===== src/rtl/decode_stage_pkg.sv =====
// Shared types for the RV32I decode stage: the decoded control bundle and its encodings.
package decode_stage_pkg;

  localparam logic [3:0] AluAdd = 4'b0000;
  localparam logic [3:0] AluSub = 4'b1000;

  localparam logic [1:0] BrNone = 2'd0;
  localparam logic [1:0] BrCond = 2'd1;
  localparam logic [1:0] BrJal  = 2'd2;
  localparam logic [1:0] BrJalr = 2'd3;

  // aluin1_m: operand 1 forced to zero; aluPC_m: operand 1 is PC;
  // aluImm_m: operand 2 is imm; aluin2_m: operand 2 is the constant 4 (link address)
  typedef struct packed {
    logic [2:0]  func3;
    logic [31:0] imm;
    logic [3:0]  alu_codes;
    logic [1:0]  branch_type;
    logic        Wmem;
    logic        Wreg;
    logic        isLoad;
    logic        aluin1_m;
    logic        aluin2_m;
    logic        aluPC_m;
    logic        aluImm_m;
    logic        Rmem;
  } decoder_out_t;

endpackage


===== src/rtl/decode_stage_if.sv =====
// Fetch-side and execute-side handshake bundle of the decode stage.
interface decode_stage_if #(
  parameter int unsigned PC_W = 32
);

  logic                          in_valid;
  logic                          in_ready;
  logic [31:0]                   in_instr;
  logic [PC_W-1:0]               in_pc;
  logic                          out_valid;
  logic                          out_ready;
  decode_stage_pkg::decoder_out_t out_ctrl;
  logic [4:0]                    out_rd;
  logic [4:0]                    out_rs1;
  logic [4:0]                    out_rs2;
  logic [PC_W-1:0]               out_pc;
  logic                          out_illegal;
  logic                          out_muldiv;

  modport master (
    output in_valid, in_instr, in_pc, out_ready,
    input  in_ready, out_valid, out_ctrl, out_rd, out_rs1, out_rs2, out_pc, out_illegal,
           out_muldiv
  );

  modport slave (
    input  in_valid, in_instr, in_pc, out_ready,
    output in_ready, out_valid, out_ctrl, out_rd, out_rs1, out_rs2, out_pc, out_illegal,
           out_muldiv
  );

endinterface


===== src/rtl/decode_stage.sv =====
// RV32I decode stage: instruction queue, combinational head decode, registered valid/ready output.
// Optional RV32M acceptance is enabled by defining DECODE_RV32M_EN.
module decode_stage #(
  parameter int unsigned IQ_DEPTH = 4,
  parameter int unsigned PC_W     = 32
) (
  input  logic                          clk,
  input  logic                          rst,
  input  logic                          flush,
  decode_stage_if.slave                 bus,
  output logic [$clog2(IQ_DEPTH+1)-1:0] q_count
);
  import decode_stage_pkg::*;

  localparam int unsigned PtrW = $clog2(IQ_DEPTH);
  localparam int unsigned CntW = $clog2(IQ_DEPTH + 1);

  typedef enum logic {StEmpty, StFull} out_state_e;

  logic [31:0]     iq_instr_q [IQ_DEPTH];
  logic [PC_W-1:0] iq_pc_q    [IQ_DEPTH];
  logic [PtrW-1:0] wr_ptr_q, rd_ptr_q;
  logic [CntW-1:0] count_q, count_d;
  logic            push, load;
  out_state_e      state_q, state_d;

  logic [31:0]  instr;
  logic [6:0]   opcode, f7;
  logic [2:0]   f3;
  logic [31:0]  imm_i, imm_s, imm_b, imm_u, imm_j;
  decoder_out_t dec_ctrl, ctrl_q;
  logic         dec_illegal, dec_muldiv, illegal_q, muldiv_q;
  logic [4:0]   rd_q, rs1_q, rs2_q;
  logic [PC_W-1:0] pc_q;

  assign bus.in_ready = (count_q != CntW'(IQ_DEPTH));
  assign push         = bus.in_valid & bus.in_ready & ~flush;
  assign count_d      = count_q + CntW'(push) - CntW'(load);
  assign q_count      = count_q;

  always_ff @(posedge clk) begin
    if (rst || flush) begin
      wr_ptr_q <= '0;
      rd_ptr_q <= '0;
      count_q  <= '0;
    end else begin
      if (push) wr_ptr_q <= wr_ptr_q + PtrW'(1);
      if (load) rd_ptr_q <= rd_ptr_q + PtrW'(1);
      count_q <= count_d;
    end
  end

  always_ff @(posedge clk) begin
    if (push) begin
      iq_instr_q[wr_ptr_q] <= bus.in_instr;
      iq_pc_q[wr_ptr_q]    <= bus.in_pc;
    end
  end

  assign instr  = iq_instr_q[rd_ptr_q];
  assign opcode = instr[6:0];
  assign f3     = instr[14:12];
  assign f7     = instr[31:25];
  assign imm_i  = {{20{instr[31]}}, instr[31:20]};
  assign imm_s  = {{20{instr[31]}}, instr[31:25], instr[11:7]};
  assign imm_b  = {{20{instr[31]}}, instr[7], instr[30:25], instr[11:8], 1'b0};
  assign imm_u  = {instr[31:12], 12'h000};
  assign imm_j  = {{12{instr[31]}}, instr[19:12], instr[20], instr[30:21], 1'b0};

  always_comb begin
    dec_ctrl       = '0;
    dec_ctrl.func3 = f3;
    dec_illegal    = 1'b0;
    dec_muldiv     = 1'b0;
    case (opcode)
      7'b0110111: begin // LUI
        dec_ctrl.imm      = imm_u;
        dec_ctrl.aluin1_m = 1'b1;
        dec_ctrl.aluImm_m = 1'b1;
        dec_ctrl.Wreg     = 1'b1;
      end
      7'b0010111: begin // AUIPC
        dec_ctrl.imm      = imm_u;
        dec_ctrl.aluPC_m  = 1'b1;
        dec_ctrl.aluImm_m = 1'b1;
        dec_ctrl.Wreg     = 1'b1;
      end
      7'b1101111: begin // JAL
        dec_ctrl.imm         = imm_j;
        dec_ctrl.aluPC_m     = 1'b1;
        dec_ctrl.aluin2_m    = 1'b1;
        dec_ctrl.Wreg        = 1'b1;
        dec_ctrl.branch_type = BrJal;
      end
      7'b1100111: begin // JALR
        dec_ctrl.imm         = imm_i;
        dec_ctrl.aluPC_m     = 1'b1;
        dec_ctrl.aluin2_m    = 1'b1;
        dec_ctrl.Wreg        = 1'b1;
        dec_ctrl.branch_type = BrJalr;
        dec_illegal          = (f3 != 3'b000);
      end
      7'b1100011: begin // BRANCH
        dec_ctrl.imm         = imm_b;
        dec_ctrl.alu_codes   = AluSub;
        dec_ctrl.branch_type = BrCond;
        dec_illegal          = (f3 == 3'b010) || (f3 == 3'b011);
      end
      7'b0000011: begin // LOAD
        dec_ctrl.imm      = imm_i;
        dec_ctrl.aluImm_m = 1'b1;
        dec_ctrl.Wreg     = 1'b1;
        dec_ctrl.isLoad   = 1'b1;
        dec_ctrl.Rmem     = 1'b1;
        dec_illegal       = (f3 == 3'b011) || (f3 == 3'b110) || (f3 == 3'b111);
      end
      7'b0100011: begin // STORE
        dec_ctrl.imm      = imm_s;
        dec_ctrl.aluImm_m = 1'b1;
        dec_ctrl.Wmem     = 1'b1;
        dec_illegal       = (f3 >= 3'b011);
      end
      7'b0010011: begin // OPIMM
        dec_ctrl.imm      = imm_i;
        dec_ctrl.aluImm_m = 1'b1;
        dec_ctrl.Wreg     = 1'b1;
        if (f3 == 3'b101)      dec_ctrl.alu_codes = {instr[30], f3};
        else if (f3 == 3'b011) dec_ctrl.alu_codes = {1'b1, f3};
        else                   dec_ctrl.alu_codes = {1'b0, f3};
        dec_illegal = ((f3 == 3'b001) && (f7 != 7'b0000000)) ||
                      ((f3 == 3'b101) && (f7 != 7'b0000000) && (f7 != 7'b0100000));
      end
      7'b0110011: begin // OP
        dec_ctrl.alu_codes = {instr[30], f3};
        dec_ctrl.Wreg      = 1'b1;
        if (f7 == 7'b0000001) begin
`ifdef DECODE_RV32M_EN
          dec_muldiv         = 1'b1;
          dec_ctrl.alu_codes = AluAdd;
`else
          dec_illegal        = 1'b1;
`endif
        end else if (f7 == 7'b0100000) begin
          dec_illegal = (f3 != 3'b000) && (f3 != 3'b101);
        end else begin
          dec_illegal = (f7 != 7'b0000000);
        end
      end
      default: dec_illegal = 1'b1;
    endcase
    // Illegal words fall back to an inert OP bundle so nothing is written or branched on.
    if (dec_illegal) begin
      dec_ctrl           = '0;
      dec_ctrl.func3     = f3;
      dec_ctrl.alu_codes = {instr[30], f3};
      dec_muldiv         = 1'b0;
    end
  end

  always_ff @(posedge clk) begin
    if (rst) state_q <= StEmpty;
    else     state_q <= state_d;
  end

  always_comb begin
    state_d = state_q;
    load    = (count_q != '0) && ((state_q == StEmpty) || bus.out_ready) && !flush;
    if (flush) begin
      state_d = StEmpty;
    end else begin
      unique case (state_q)
        StEmpty: if (load) state_d = StFull;
        StFull:  if (bus.out_ready && !load) state_d = StEmpty;
        default: state_d = StEmpty;
      endcase
    end
  end

  always_ff @(posedge clk) begin
    if (rst) begin
      ctrl_q    <= '0;
      rd_q      <= '0;
      rs1_q     <= '0;
      rs2_q     <= '0;
      pc_q      <= '0;
      illegal_q <= 1'b0;
      muldiv_q  <= 1'b0;
    end else if (load) begin
      ctrl_q    <= dec_ctrl;
      rd_q      <= instr[11:7];
      rs1_q     <= instr[19:15];
      rs2_q     <= instr[24:20];
      pc_q      <= iq_pc_q[rd_ptr_q];
      illegal_q <= dec_illegal;
      muldiv_q  <= dec_muldiv;
    end
  end

  assign bus.out_valid   = (state_q == StFull);
  assign bus.out_ctrl    = ctrl_q;
  assign bus.out_rd      = rd_q;
  assign bus.out_rs1     = rs1_q;
  assign bus.out_rs2     = rs2_q;
  assign bus.out_pc      = pc_q;
  assign bus.out_illegal = illegal_q;
  assign bus.out_muldiv  = muldiv_q;

endmodule


===== src/flat_wrapper.sv =====
// flat-port wrapper written by rule: the top's interface ports become plain ports
module decode_stage_flat import decode_stage_pkg::*;
#(
  parameter int unsigned IQ_DEPTH = 4,
  parameter int unsigned PC_W     = 32
)
  (clk, rst, flush, q_count, bus_in_valid, bus_in_instr, bus_in_pc, bus_out_ready, bus_in_ready, bus_out_valid, bus_out_ctrl, bus_out_rd, bus_out_rs1, bus_out_rs2, bus_out_pc, bus_out_illegal, bus_out_muldiv);
  decode_stage_if #(.PC_W(PC_W)) bus_i ();
  input  logic clk;
  input  logic rst;
  input  logic flush;
  output logic [$clog2(IQ_DEPTH+1)-1:0] q_count;
  input wire logic [$bits(bus_i.in_valid)-1:0] bus_in_valid;
  input wire logic [$bits(bus_i.in_instr)-1:0] bus_in_instr;
  input wire logic [$bits(bus_i.in_pc)-1:0] bus_in_pc;
  input wire logic [$bits(bus_i.out_ready)-1:0] bus_out_ready;
  output wire logic [$bits(bus_i.in_ready)-1:0] bus_in_ready;
  output wire logic [$bits(bus_i.out_valid)-1:0] bus_out_valid;
  output wire logic [$bits(bus_i.out_ctrl)-1:0] bus_out_ctrl;
  output wire logic [$bits(bus_i.out_rd)-1:0] bus_out_rd;
  output wire logic [$bits(bus_i.out_rs1)-1:0] bus_out_rs1;
  output wire logic [$bits(bus_i.out_rs2)-1:0] bus_out_rs2;
  output wire logic [$bits(bus_i.out_pc)-1:0] bus_out_pc;
  output wire logic [$bits(bus_i.out_illegal)-1:0] bus_out_illegal;
  output wire logic [$bits(bus_i.out_muldiv)-1:0] bus_out_muldiv;
  assign bus_i.in_valid = bus_in_valid;
  assign bus_i.in_instr = bus_in_instr;
  assign bus_i.in_pc = bus_in_pc;
  assign bus_i.out_ready = bus_out_ready;
  assign bus_in_ready = bus_i.in_ready;
  assign bus_out_valid = bus_i.out_valid;
  assign bus_out_ctrl = bus_i.out_ctrl;
  assign bus_out_rd = bus_i.out_rd;
  assign bus_out_rs1 = bus_i.out_rs1;
  assign bus_out_rs2 = bus_i.out_rs2;
  assign bus_out_pc = bus_i.out_pc;
  assign bus_out_illegal = bus_i.out_illegal;
  assign bus_out_muldiv = bus_i.out_muldiv;
  decode_stage #(.IQ_DEPTH(IQ_DEPTH), .PC_W(PC_W)) u_core (.clk(clk), .rst(rst), .flush(flush), .bus(bus_i), .q_count(q_count));
endmodule

===== config.mk =====
export PLATFORM = sky130hd
export DESIGN_NAME = decode_stage_flat
export DESIGN_NICKNAME = d
export VERILOG_FILES = /design/src/rtl/decode_stage_pkg.sv /design/src/rtl/decode_stage_if.sv /design/src/rtl/decode_stage.sv /design/src/flat_wrapper.sv
export SDC_FILE = /design/constraint.sdc
export NUM_CORES = 1
export LEC_CHECK = 0
export ABC_AREA = 1
export BUFFER_PORTS_ARGS = -buffer_cell sky130_fd_sc_hd__buf_2
export CORE_ASPECT_RATIO = 1.25
export CORE_UTILIZATION = 49
export DETAILED_ROUTE_END_ITERATION = 12
export GPL_TIMING_DRIVEN = 0
export PLACE_DENSITY = 0.69
export SYNTH_ARGS = -nofsm -noshare
export SYNTH_HDL_FRONTEND = slang
export SYNTH_SLANG_ARGS = --single-unit

===== constraint.sdc =====
create_clock -name clk -period 5.2 [get_ports clk]
set_clock_uncertainty 0.2 [all_clocks]
set_input_delay 0.26 -clock clk [delete_from_list [all_inputs] [get_ports clk]]
set_output_delay 0.26 -clock clk [all_outputs]
set_load 0.1 [all_outputs]

==> flow_metrics.py, run 1 <==
metrics = {
    "critical_path": {
        "r2r_cells": 11,
        "crit_chain": "nor3_1 > nor3_1 > clkbuf_1 > clkbuf_1 > ha_1 > inv_1 > ha_1 > inv_1 > fa_1 > or2_2 > a21oi_1",
        "r2r_setup_slack_ns": 1.28,
        "critPathMaxFanout": 10,
        "end_kind": "flip-flop",
        "crit_type": "flip-flop to flip-flop",
        "cp_slowest_stage_delay_ns": 0.58,
        "required_ns": 5.43,
        "worstPathArrival_ns": 4.15,
        "crit_family": "buffers and inverters",
        "r2r-start": "u_core.q_count[1]",
        "critPathBufInv": 4,
        "worst_setup_path_start_kind": "flip-flop",
        "r2r-end": "u_core.q_count[2]",
        "slowest_stage": "nor3_1",
    },
    "sta": {
        "whs_ns": 0.0965,
        "tns_ns": 0,
        "fmax_mhz": 255,
        "rsz0062_at_grt": "false",
        "relSlewSlack": 0.419,
        "slew_viol_final": 0,
        "setup_violations": 0,
        "min_period_ns": 3.92,
        "hold_viol": 0,
        "tightest_slew_ns": 0.869,
        "min_period_over_period": 0.753,
    },
    "grt": {
        "first_global_vias": 10156,
        "overflow": 0,
        "antenna_found_initial": 1,
        "grtUsageTotal": 0.239,
        "grt_max_degree": 29,
        "grt_pass1_wl_um": 53900,
    },
    "yosys": {
        "ys_seq_area_frac": 0.689,
        "synth_cell_type_count": 36,
        "postSynth.asyncResetShare": 0,
        "syn_nets": 1387,
        "ys.flop_type": "edfxtp_1",
        "syn_inst": 1311,
        "syn-cell-area_um2": 14200,
        "avgSynthCellArea_um2": 10.9,
        "ys_warn_count": 0,
        "synth_edf_count": 256,
        "ys_seq_elements": 362,
    },
    "floorplanning": {
        "die_x_um": 154,
        "core_um2": 28500,
        "start_util": 0.500,
        "die_area_um2": 29700,
        "io_pins": 172,
        "num_rows": 69,
        "die_h_um": 193,
    },
    "outcome": {
        "status": "complete, no violations",
    },
    "clock_tree": {
        "cts_setup_buffers": 0,
        "clk_pin_slew_ns": 0.06,
        "clock_latency_ns": 0.52,
        "htreeDepth": 2,
        "clk_path_buf_depth": 3,
        "numClockSinks": 362,
        "cts_root_buffer": "clkbuf_16",
        "cts_tree": "yes",
        "numCtsBuffers": 36,
    },
    "power_and_ir_drop": {
        "totalPowerFinal_mw": 6.47,
        "vdd_ir_drop_max_v": 0.000306,
        "leakagePower_nw": 6.77,
        "power.share.switching": 0.256,
        "internal_power_mw": 4.81,
        "clockPowerShare": 0.386,
        "pwr-share-seq": 0.496,
        "switchingPower_mw": 1.65,
        "combinationalPowerShare": 0.118,
        "power_density_nw_per_um2": 368,
    },
    "route": {
        "detail-route-antenna-nets": 0,
        "routedWlPerCell_um": 17.9,
        "drc": 0,
        "avgViaCountPerCell": 5.34,
        "wirelength_um": 35400,
        "drt_iter0_drc": 685,
        "num_vias": 10574,
        "first_pass_iters": 5,
    },
    "worst_hold_path": {
        "whs_path_depth": 4,
        "hp-class": "input pin to flip-flop",
        "holdPathEnd": "u_core.wr_ptr_q[1]",
        "hp-start": "rst",
    },
    "final_layout": {
        "area_growth_pct": 23.5,
        "nNetsFinal": 1672,
        "drive_above_1_share": 0.176,
        "final_cell_mix": "edfxtp_1, nand2_1, nor2_1",
        "mostFrequentLayoutCell": "edfxtp_1",
        "design_area_um2": 17600,
        "fin_cells": 1980,
    },
    "place": {
        "dpl-instance-area_um2": 15700,
        "place_congestion": 0.919,
        "dp_hpwl_um": 23700,
        "place_inst": 1844,
        "port_buffers": 170,
    },
    "job": {
        "maxCapViolations": 0,
    },
}
cell type report:
| cell class | instances | area (um^2) |
|---|---|---|
| well taps | 355 | 444 |
| repair buffers | 247 | 1720 |
| inverters | 52 | 195 |
| flip-flops and latches | 362 | 9810 |
| plain buffers | 79 | 372 |
| clock buffers | 55 | 1030 |
| clock inverters | 11 | 113 |
| fillers | 2298 | 10900 |
| diodes | 1 | 2.50 |
| multi-input cells | 818 | 3890 |
repair_timing:
action	CTS	global route
hold buffers	69	0
hold endpoints to repair	261	0
gates resized for setup	0	0
stage by stage:
| step | util | worst slack (ns) |
|---|---|---|
| final | 0.617 | 1.28 |
| after global placement | 0.545 | -1.48 |
| after floorplan | - | -0.477 |
| after detailed placement | 0.552 | 1.41 |
| after global routing | 0.617 | 1.03 |
| after CTS | 0.617 | 1.38 |
worst max-delay path by stage:
stage	to	from	slack, ns	cells after the start
floorplan	u_core.iq_instr_q[0][0]	u_core.q_count[1]	-0.48	6
global placement	u_core.iq_instr_q[3][6]	u_core.q_count[1]	-1.48	6
finish	u_core.q_count[2]	u_core.q_count[1]	1.28	11
global route	u_core.q_count[2]	u_core.q_count[1]	1.03	11
detailed placement	u_core.q_count[2]	u_core.q_count[1]	1.41	11
CTS	u_core.q_count[2]	u_core.q_count[1]	1.38	11
synthesized netlist by cell type, types with 3 or more instances:
master,number,area [um^2]
nand2_2,7,43.8
nand4_1,8,50.1
a31oi_1,32,200
nor2_4,3,33.8
a21oi_2,9,78.8
buf_1,3,11.3
a21oi_1,58,290
o22ai_1,13,81.3
buf_2,9,45.0
o211ai_1,16,120
edfxtp_1,256,7690
nand3_1,74,370
o21ai_0,158,791
ha_1,6,75.1
inv_1,43,161
buf_4,3,22.5
nor2_1,205,769
buf_6,7,78.8
nor3_1,3,15.0
nand2_1,210,788
clkbuf_1,57,214
o21ba_2,3,30.0
nor2_2,3,18.8
dfxtp_1,106,2120
inv_2,8,30.0
power groups by stage:
| stage | registers [mW] | logic [mW] | clock network, mW |
|---|---|---|---|
| 3_3_place_gp | 3.27 | 0.700 | 0 |
| 6_report | 3.21 | 0.764 | 2.50 |
| 5_1_grt | 3.21 | 0.811 | 2.63 |
| 2_1_floorplan | 3.57 | 0.220 | 0 |
| 3_5_place_dp | 3.27 | 0.720 | 0 |
| 4_1_cts | 3.21 | 0.763 | 2.52 |
flip-flops by register name, indices dropped and copies added, names as in the netlist, named ones only:
name / flops
u_core.bus.out_valid: 1
u_core.bus.out_rd: 5
u_core.bus.out_ctrl: 48
u_core.bus.out_pc: 32
u_core.bus.out_rs2: 5
u_core.q_count: 3
u_core.bus.out_rs1: 5
u_core.rd_ptr_q: 2
u_core.iq_pc_q: 128
u_core.bus.out_illegal: 1
u_core.wr_ptr_q: 2
u_core.iq_instr_q: 128
worst register-to-register path, delay by kind of cell, from the launching register on:
kind | cells | cell delay, ns
and+or+nand+nor | 3 | 1.01
AOI/OAI and AO/OA | 1 | 0.14
buffers and inverters | 4 | 1.21
DFF | 1 | 0.44
adders and majority gates | 3 | 0.86
metal layers:
metal | wire [um] | vias to the layer above | track usage
met3 | 2150 | 69 | 0.0389
met2 | 18100 | 371 | 0.436
met4 | 913 | 0 | 0.0903
met5 | 0 | - | 0
met1 | 14200 | 4987 | 0.282
li1 | - | 5147 | -
cell families (layout without fill, tap and decap cells):
group,Yosys count,in the layout,synth area share
AO/OA/AOI/OAI,292,292,0.113
adder cells (fa/ha/maj),7,7,0.00668
XOR/XNOR,1,1,0.000615
AND/OR/NAND/NOR,517,517,0.150
flip-flops,362,362,0.689
other,1,2,0.000263
buffers and inverters,131,444,0.0398
(Power assumes the default switching activity.)
==> run 2: changes to the inputs <==
--- a/config.mk
+++ b/config.mk
@@ -11,7 +11,7 @@
 export CORE_UTILIZATION = 49
 export DETAILED_ROUTE_END_ITERATION = 12
 export GPL_TIMING_DRIVEN = 0
-export PLACE_DENSITY = 0.69
+export PLACE_DENSITY = 0.72
 export SYNTH_ARGS = -nofsm -noshare
 export SYNTH_HDL_FRONTEND = slang
 export SYNTH_SLANG_ARGS = --single-unit
==> constraint.sdc (replaced) <==
create_clock -name clk -period 3.6 [get_ports clk]
set_clock_uncertainty 0.2 [all_clocks]
set_input_delay 0.18 -clock clk [delete_from_list [all_inputs] [get_ports clk]]
set_output_delay 0.18 -clock clk [all_outputs]
set_load 0.1 [all_outputs]
==> run 2 against run 1 <==
Effect of this change: register-to-register slack worse by 0.79 ns; via count fell by 0.25%; first-iteration DRC count rose by 4.2%; clock-buffer cell count down 6; maximum frequency rose by 26%; routed wire length down 2.0%; sequential power grew 44%; clock power grew 44%; die area unchanged; critical path type unchanged; critical endpoint unchanged.
==> flow_metrics.py, run 2 (synthesis results as in run 1) <==
metrics = {
    "final_layout": {
        "fill_cells": 2303,
        "area_growth_pct": 24.3,
        "mostFrequentLayoutCell": "edfxtp_1",
        "nNetsFinal": 1675,
        "antenna_cells": 0,
        "seq_area_um2": 9810,
        "design_area_um2": 17700,
        "multi_input_comb_area_um2": 3890,
        "final_cell_mix": "edfxtp_1, nand2_1, nor2_1",
        "drive_above_1_share": 0.183,
    },
    "place": {
        "dp_hpwl_um": 23700,
        "dpl_worst_slack_ns": -0.0339,
        "port_buffers": 170,
        "place_congestion": 0.919,
        "dpl-instance-area_um2": 15900,
    },
    "clock_tree": {
        "htreeDepth": 2,
        "cts_root_buffer": "clkbuf_16",
        "numClockSinks": 362,
        "clk_path_buf_depth": 3,
        "clock_latency_ns": 0.52,
        "cts_tree": "yes",
        "numCtsBuffers": 36,
        "clk_pin_slew_ns": 0.06,
    },
    "critical_path": {
        "worstPathArrival_ns": 3.34,
        "worst_setup_path_start_kind": "flip-flop",
        "end_kind": "flip-flop",
        "r2r-end": "u_core.q_count[2]",
        "critPathMaxFanout": 19,
        "required_ns": 3.84,
        "r2r_setup_slack_ns": 0.50,
        "crit_type": "flip-flop to flip-flop",
        "r2r-start": "u_core.q_count[2]",
        "r2r_cells": 10,
    },
    "worst_hold_path": {
        "hp-class": "input pin to flip-flop",
        "holdPathEnd": "u_core.bus.out_ctrl[14]",
        "hp-start": "rst",
        "whs_path_depth": 3,
    },
    "power_and_ir_drop": {
        "pwr-share-seq": 0.496,
        "internal_power_mw": 6.93,
        "power.share.switching": 0.258,
        "switchingPower_mw": 2.41,
        "leakagePower_nw": 6.83,
        "clockPowerShare": 0.385,
        "power_density_nw_per_um2": 528,
        "combinationalPowerShare": 0.119,
        "vdd_ir_drop_max_v": 0.000490,
    },
    "sta": {
        "slew_viol_final": 0,
        "setup_violations": 0,
        "setup_ws_ns": 0.497,
        "tightest_slew_ns": 0.814,
        "whs_ns": 0.0480,
        "min_period_ns": 3.10,
        "relSlewSlack": 0.456,
        "hold_viol": 0,
        "min_period_over_period": 0.862,
        "rsz0062_at_grt": "false",
        "fmax_mhz": 322,
    },
    "route": {
        "first_pass_iters": 5,
        "routedWlPerCell_um": 17.5,
        "avgViaCountPerCell": 5.32,
        "drc": 0,
        "wirelength_um": 34600,
        "num_vias": 10548,
        "drt_iter0_drc": 714,
        "detail-route-antenna-nets": 0,
    },
    "floorplanning": {
        "io_pins": 172,
        "core_um2": 28500,
        "start_util": 0.500,
        "die_area_um2": 29700,
        "num_rows": 69,
        "die_h_um": 193,
        "die_x_um": 154,
    },
    "grt": {
        "first_global_vias": 9989,
        "antenna_found_initial": 0,
        "grt_max_degree": 24,
        "grtUsageTotal": 0.233,
        "grt_pass1_wl_um": 53000,
        "overflow": 0,
    },
    "job": {
        "maxCapViolations": 0,
    },
    "outcome": {
        "status": "complete, no violations",
    },
}
==> run 2: cell count changes in the layout (fill, tap and decap cells not counted), moves of 3 or more <==
cell / before / now
buf_12: 6 / 2
clkinv_2: 2 / 5
clkinv_4: 0 / 3
clkbuf_1: 71 / 64
buf_16: 2 / 9
==> run 2: layer usage <==
layer,vias to the layer above,track usage,share of wire,routed length (um)
li1,5157,-,-,-
met1,4958,0.273,0.40,13800
met3,61,0.0380,0.060,2070
met5,-,0,0,0
met4,0,0.0758,0.024,843
met2,372,0.434,0.52,17900
==> run 2: worst max path at each step <==
stage | start | end | slack, ns | depth (start not counted)
2_1_floorplan | u_core.q_count[2] | u_core.q_count[2] | 0.03 | 11
3_3_place_gp | u_core.q_count[2] | u_core.q_count[2] | -0.02 | 11
3_5_place_dp | u_core.q_count[2] | u_core.q_count[2] | -0.03 | 11
4_1_cts | u_core.q_count[2] | u_core.q_count[2] | 0.15 | 11
5_1_grt | u_core.q_count[2] | u_core.q_count[2] | 0.27 | 10
6_report | u_core.q_count[2] | u_core.q_count[2] | 0.50 | 10
==> run 2: worst max-delay path, cell delays in order, from the launching register on <==
cell,delay [ns]
dfxtp_1,0.42
nor3_1,0.11
nor3_1,0.37
clkbuf_2,0.56
ha_1,0.34
inv_1,0.06
ha_1,0.13
inv_1,0.05
fa_1,0.38
or2_2,0.30
a21oi_1,0.12
==> run 2: layout make-up <==
class | instances | area share
clock inverter | 17 | 0.00856
multi-input combinational | 818 | 0.220
clock buffer | 49 | 0.0562
timing repair buffer | 251 | 0.104
buffer | 78 | 0.0209
sequential | 362 | 0.554
tap | 355 | 0.0251
inverter | 52 | 0.0110
==> run 2: timing repair <==
| action | 4_1_cts | 5_1_grt |
|---|---|---|
| resized for setup | 1 | 0 |
| endpoints found under the setup margin | 1 | 1 |
| hold endpoints to repair | 266 | 0 |
| setup buffers | 0 | 0 |
| hold buffers | 70 | 0 |
==> run 2: power by group through the flow <==
stage,Sequential [mW],Clock [mW],Combinational (mW)
after floorplan,5.15,0,0.321
after global placement,4.72,0,1.01
after detailed placement,4.72,0,1.04
after CTS,4.63,3.64,1.11
after global routing,4.64,3.79,1.18
final,4.63,3.60,1.11
==> run 2: metrics by stage <==
| step | util | std cells | total power, mW | setup TNS, ns |
|---|---|---|---|---|
| floorplan | - | 1311 | 5.47 | 0 |
| global placement | 0.546 | 1836 | 5.73 | -0.0208 |
| detailed placement | 0.556 | 1847 | 5.76 | -0.0339 |
| CTS | 0.621 | 1983 | 9.38 | 0 |
| global route | 0.621 | 1982 | 9.61 | 0 |
| finish | 0.621 | 1982 | 9.34 | 0 |
==> run 3: changes to the inputs <==
--- a/config.mk
+++ b/config.mk
@@ -11,7 +11,7 @@
 export CORE_UTILIZATION = 49
 export DETAILED_ROUTE_END_ITERATION = 12
 export GPL_TIMING_DRIVEN = 0
-export PLACE_DENSITY = 0.72
+export PLACE_DENSITY = 0.75
 export SYNTH_ARGS = -nofsm -noshare
 export SYNTH_HDL_FRONTEND = slang
 export SYNTH_SLANG_ARGS = --single-unit
==> run 3 against run 2 <==
Effect of this change: final area grew 0.42%; core utilization increased by 0.26 points; die area did not move; clock-buffer cell count is 1 lower; clock power up 3%; non-clock buffer count increased by 2; worst hold slack worse by 0.0056 ns; routed wire length grew 2.5%; critical path depth rose by 1; global-route usage grew 0.59 points; setup slack lost 0.25 ns; sequential share of layout area decreased by 0.23 points; critical path type unchanged; largest cell class unchanged; largest power group unchanged.
==> flow_metrics.py, run 3 (synthesis results as in run 1) <==
metrics = {
    "route": {
        "wl_met3_um": 2160,
        "first_pass_iters": 5,
        "top_layer_used": "met4",
        "avgViaCountPerCell": 5.42,
        "num_vias": 10745,
        "met1_length_um": 13900,
        "wirelength_um": 35500,
        "detail-route-antenna-nets": 0,
        "routedWlPerCell_um": 17.9,
        "drc": 0,
        "wl_met2_um": 18700,
        "drt_iter0_drc": 803,
    },
    "place": {
        "port_buffers": 170,
        "place_congestion": 0.907,
        "dp_hpwl_um": 24000,
        "place_inst": 1848,
    },
    "floorplanning": {
        "die_h_um": 193,
        "die_area_um2": 29700,
        "io_pins": 172,
        "core_um2": 28500,
        "num_rows": 69,
        "start_util": 0.500,
        "die_x_um": 154,
    },
    "sta": {
        "fmax_mhz": 298,
        "whs_ns": 0.0423,
        "min_period_ns": 3.35,
        "setup_violations": 0,
        "hold_viol": 0,
        "relSlewSlack": 0.527,
        "min_period_over_period": 0.931,
        "tightest_slew_ns": 0.708,
        "rsz0062_at_grt": "false",
        "slew_viol_final": 0,
    },
    "critical_path": {
        "worstPathArrival_ns": 3.59,
        "required_ns": 3.84,
        "crit_family": "buffers and inverters",
        "cp_slowest_stage_delay_ns": 0.49,
        "crit_chain": "nor3_1 > nor3_2 > clkbuf_2 > clkbuf_1 > ha_1 > inv_1 > ha_1 > inv_1 > fa_1 > or2_2 > a21oi_1",
        "worst_setup_path_start_kind": "flip-flop",
        "crit_type": "flip-flop to flip-flop",
        "critPathMaxFanout": 10,
        "critPathBufInv": 4,
        "slowest_stage": "clkbuf_1",
        "end_kind": "flip-flop",
    },
    "power_and_ir_drop": {
        "power_density_nw_per_um2": 531,
        "totalPowerFinal_mw": 9.44,
        "clockPowerShare": 0.391,
        "power.share.switching": 0.256,
        "internal_power_mw": 7.02,
        "switchingPower_mw": 2.42,
        "combinationalPowerShare": 0.118,
        "leakagePower_nw": 6.86,
        "pwr-share-seq": 0.491,
        "vdd_ir_drop_max_v": 0.000526,
    },
    "final_layout": {
        "final_cell_mix": "edfxtp_1, nand2_1, nor2_1",
        "drive_above_1_share": 0.182,
        "area_growth_pct": 24.8,
        "antenna_cells": 0,
        "fin_cells": 1983,
        "fill_cells": 2219,
        "mostFrequentLayoutCell": "edfxtp_1",
        "nNetsFinal": 1678,
    },
    "clock_tree": {
        "clk_pin_slew_ns": 0.06,
        "numCtsBuffers": 37,
        "clk_path_buf_depth": 3,
        "clock_latency_ns": 0.51,
        "cts_tree": "yes",
        "htreeDepth": 2,
        "cts_root_buffer": "clkbuf_16",
        "numClockSinks": 362,
        "cts_setup_buffers": 0,
    },
    "grt": {
        "grt_pass1_wl_um": 54400,
        "grtUsageTotal": 0.239,
        "first_global_vias": 10339,
        "antenna_found_initial": 0,
        "overflow": 0,
        "grt_max_degree": 21,
    },
    "job": {
        "maxCapViolations": 0,
    },
    "worst_hold_path": {
        "hp-class": "input pin to flip-flop",
    },
    "outcome": {
        "status": "complete, no violations",
    },
}
[run 3: cell count changes in the layout (fill, tap and decap cells not counted), moves of 2 or more]
cell	previous run	this run
buf_16	9	12
clkinv_1	5	8
buf_12	2	0
clkbuf_8	2	4
clkinv_2	5	3
clkinv_4	3	1
[run 3: power groups by stage]
stage                     logic [mW]  registers [mW]  clock network (mW)
after floorplan                0.321            5.15                   0
after global placement          1.01            4.72                   0
after detailed placement        1.05            4.72                   0
after CTS                       1.11            4.63                3.71
after global routing            1.18            4.64                3.87
final                           1.11            4.63                3.69
[run 3: per-layer routing]
layer  track usage  up-vias
li1              -     5153
met2         0.447      389
met1         0.275     5144
met4        0.0819        0
met3        0.0411       59
met5             0        -
[run 3: final timing paths]
check	to	cells after the start	startpoint	slack, ns
hold / removal	u_core.bus.out_ctrl[21]	3	rst	0.04
setup reg to reg	u_core.q_count[2]	11	u_core.q_count[2]	0.25
setup / recovery	u_core.q_count[2]	11	u_core.q_count[2]	0.25
hold reg to reg	u_core.bus.out_ctrl[3]	2	u_core.bus.out_ctrl[3]	0.26
[run 3: what timing repair did]
action	in CTS	in global routing
hold buffers	70	0
gates resized for setup	1	1
cloned	0	0
hold endpoints to repair	266	0
endpoints found under the setup margin	1	1
[run 3: worst register-to-register path: stages (launching register included)]
cell and delay (ns):
dfxtp_1 0.43, nor3_1 0.12, nor3_2 0.32, clkbuf_2 0.39, clkbuf_1 0.49, ha_1 0.34, inv_1 0.06, ha_1 0.13
inv_1 0.04, fa_1 0.37, or2_2 0.30, a21oi_1 0.12
[run 3: through the flow]
step	setup slack [ns]	utilization	setup TNS [ns]	area (um^2)
4_1_cts	0.0296	0.624	0	17800
3_5_place_dp	-0.132	0.558	-0.132	15900
6_report	0.247	0.624	0	17800
5_1_grt	0.0102	0.624	0	17800
3_3_place_gp	-0.0954	0.546	-0.0954	15600
2_1_floorplan	0.0288	-	0	14300
[run 3: cell type report]
| class | count | area, um^2 | area share |
|---|---|---|---|
| clock buffer | 48 | 1010 | 0.0567 |
| buffer | 79 | 373 | 0.0210 |
| inverter | 52 | 195 | 0.0110 |
| timing repair buffer | 252 | 1880 | 0.106 |
| clock inverter | 17 | 161 | 0.00908 |
| sequential | 362 | 9810 | 0.552 |
| tap | 355 | 444 | 0.0250 |
| multi-input combinational | 818 | 3890 | 0.219 |
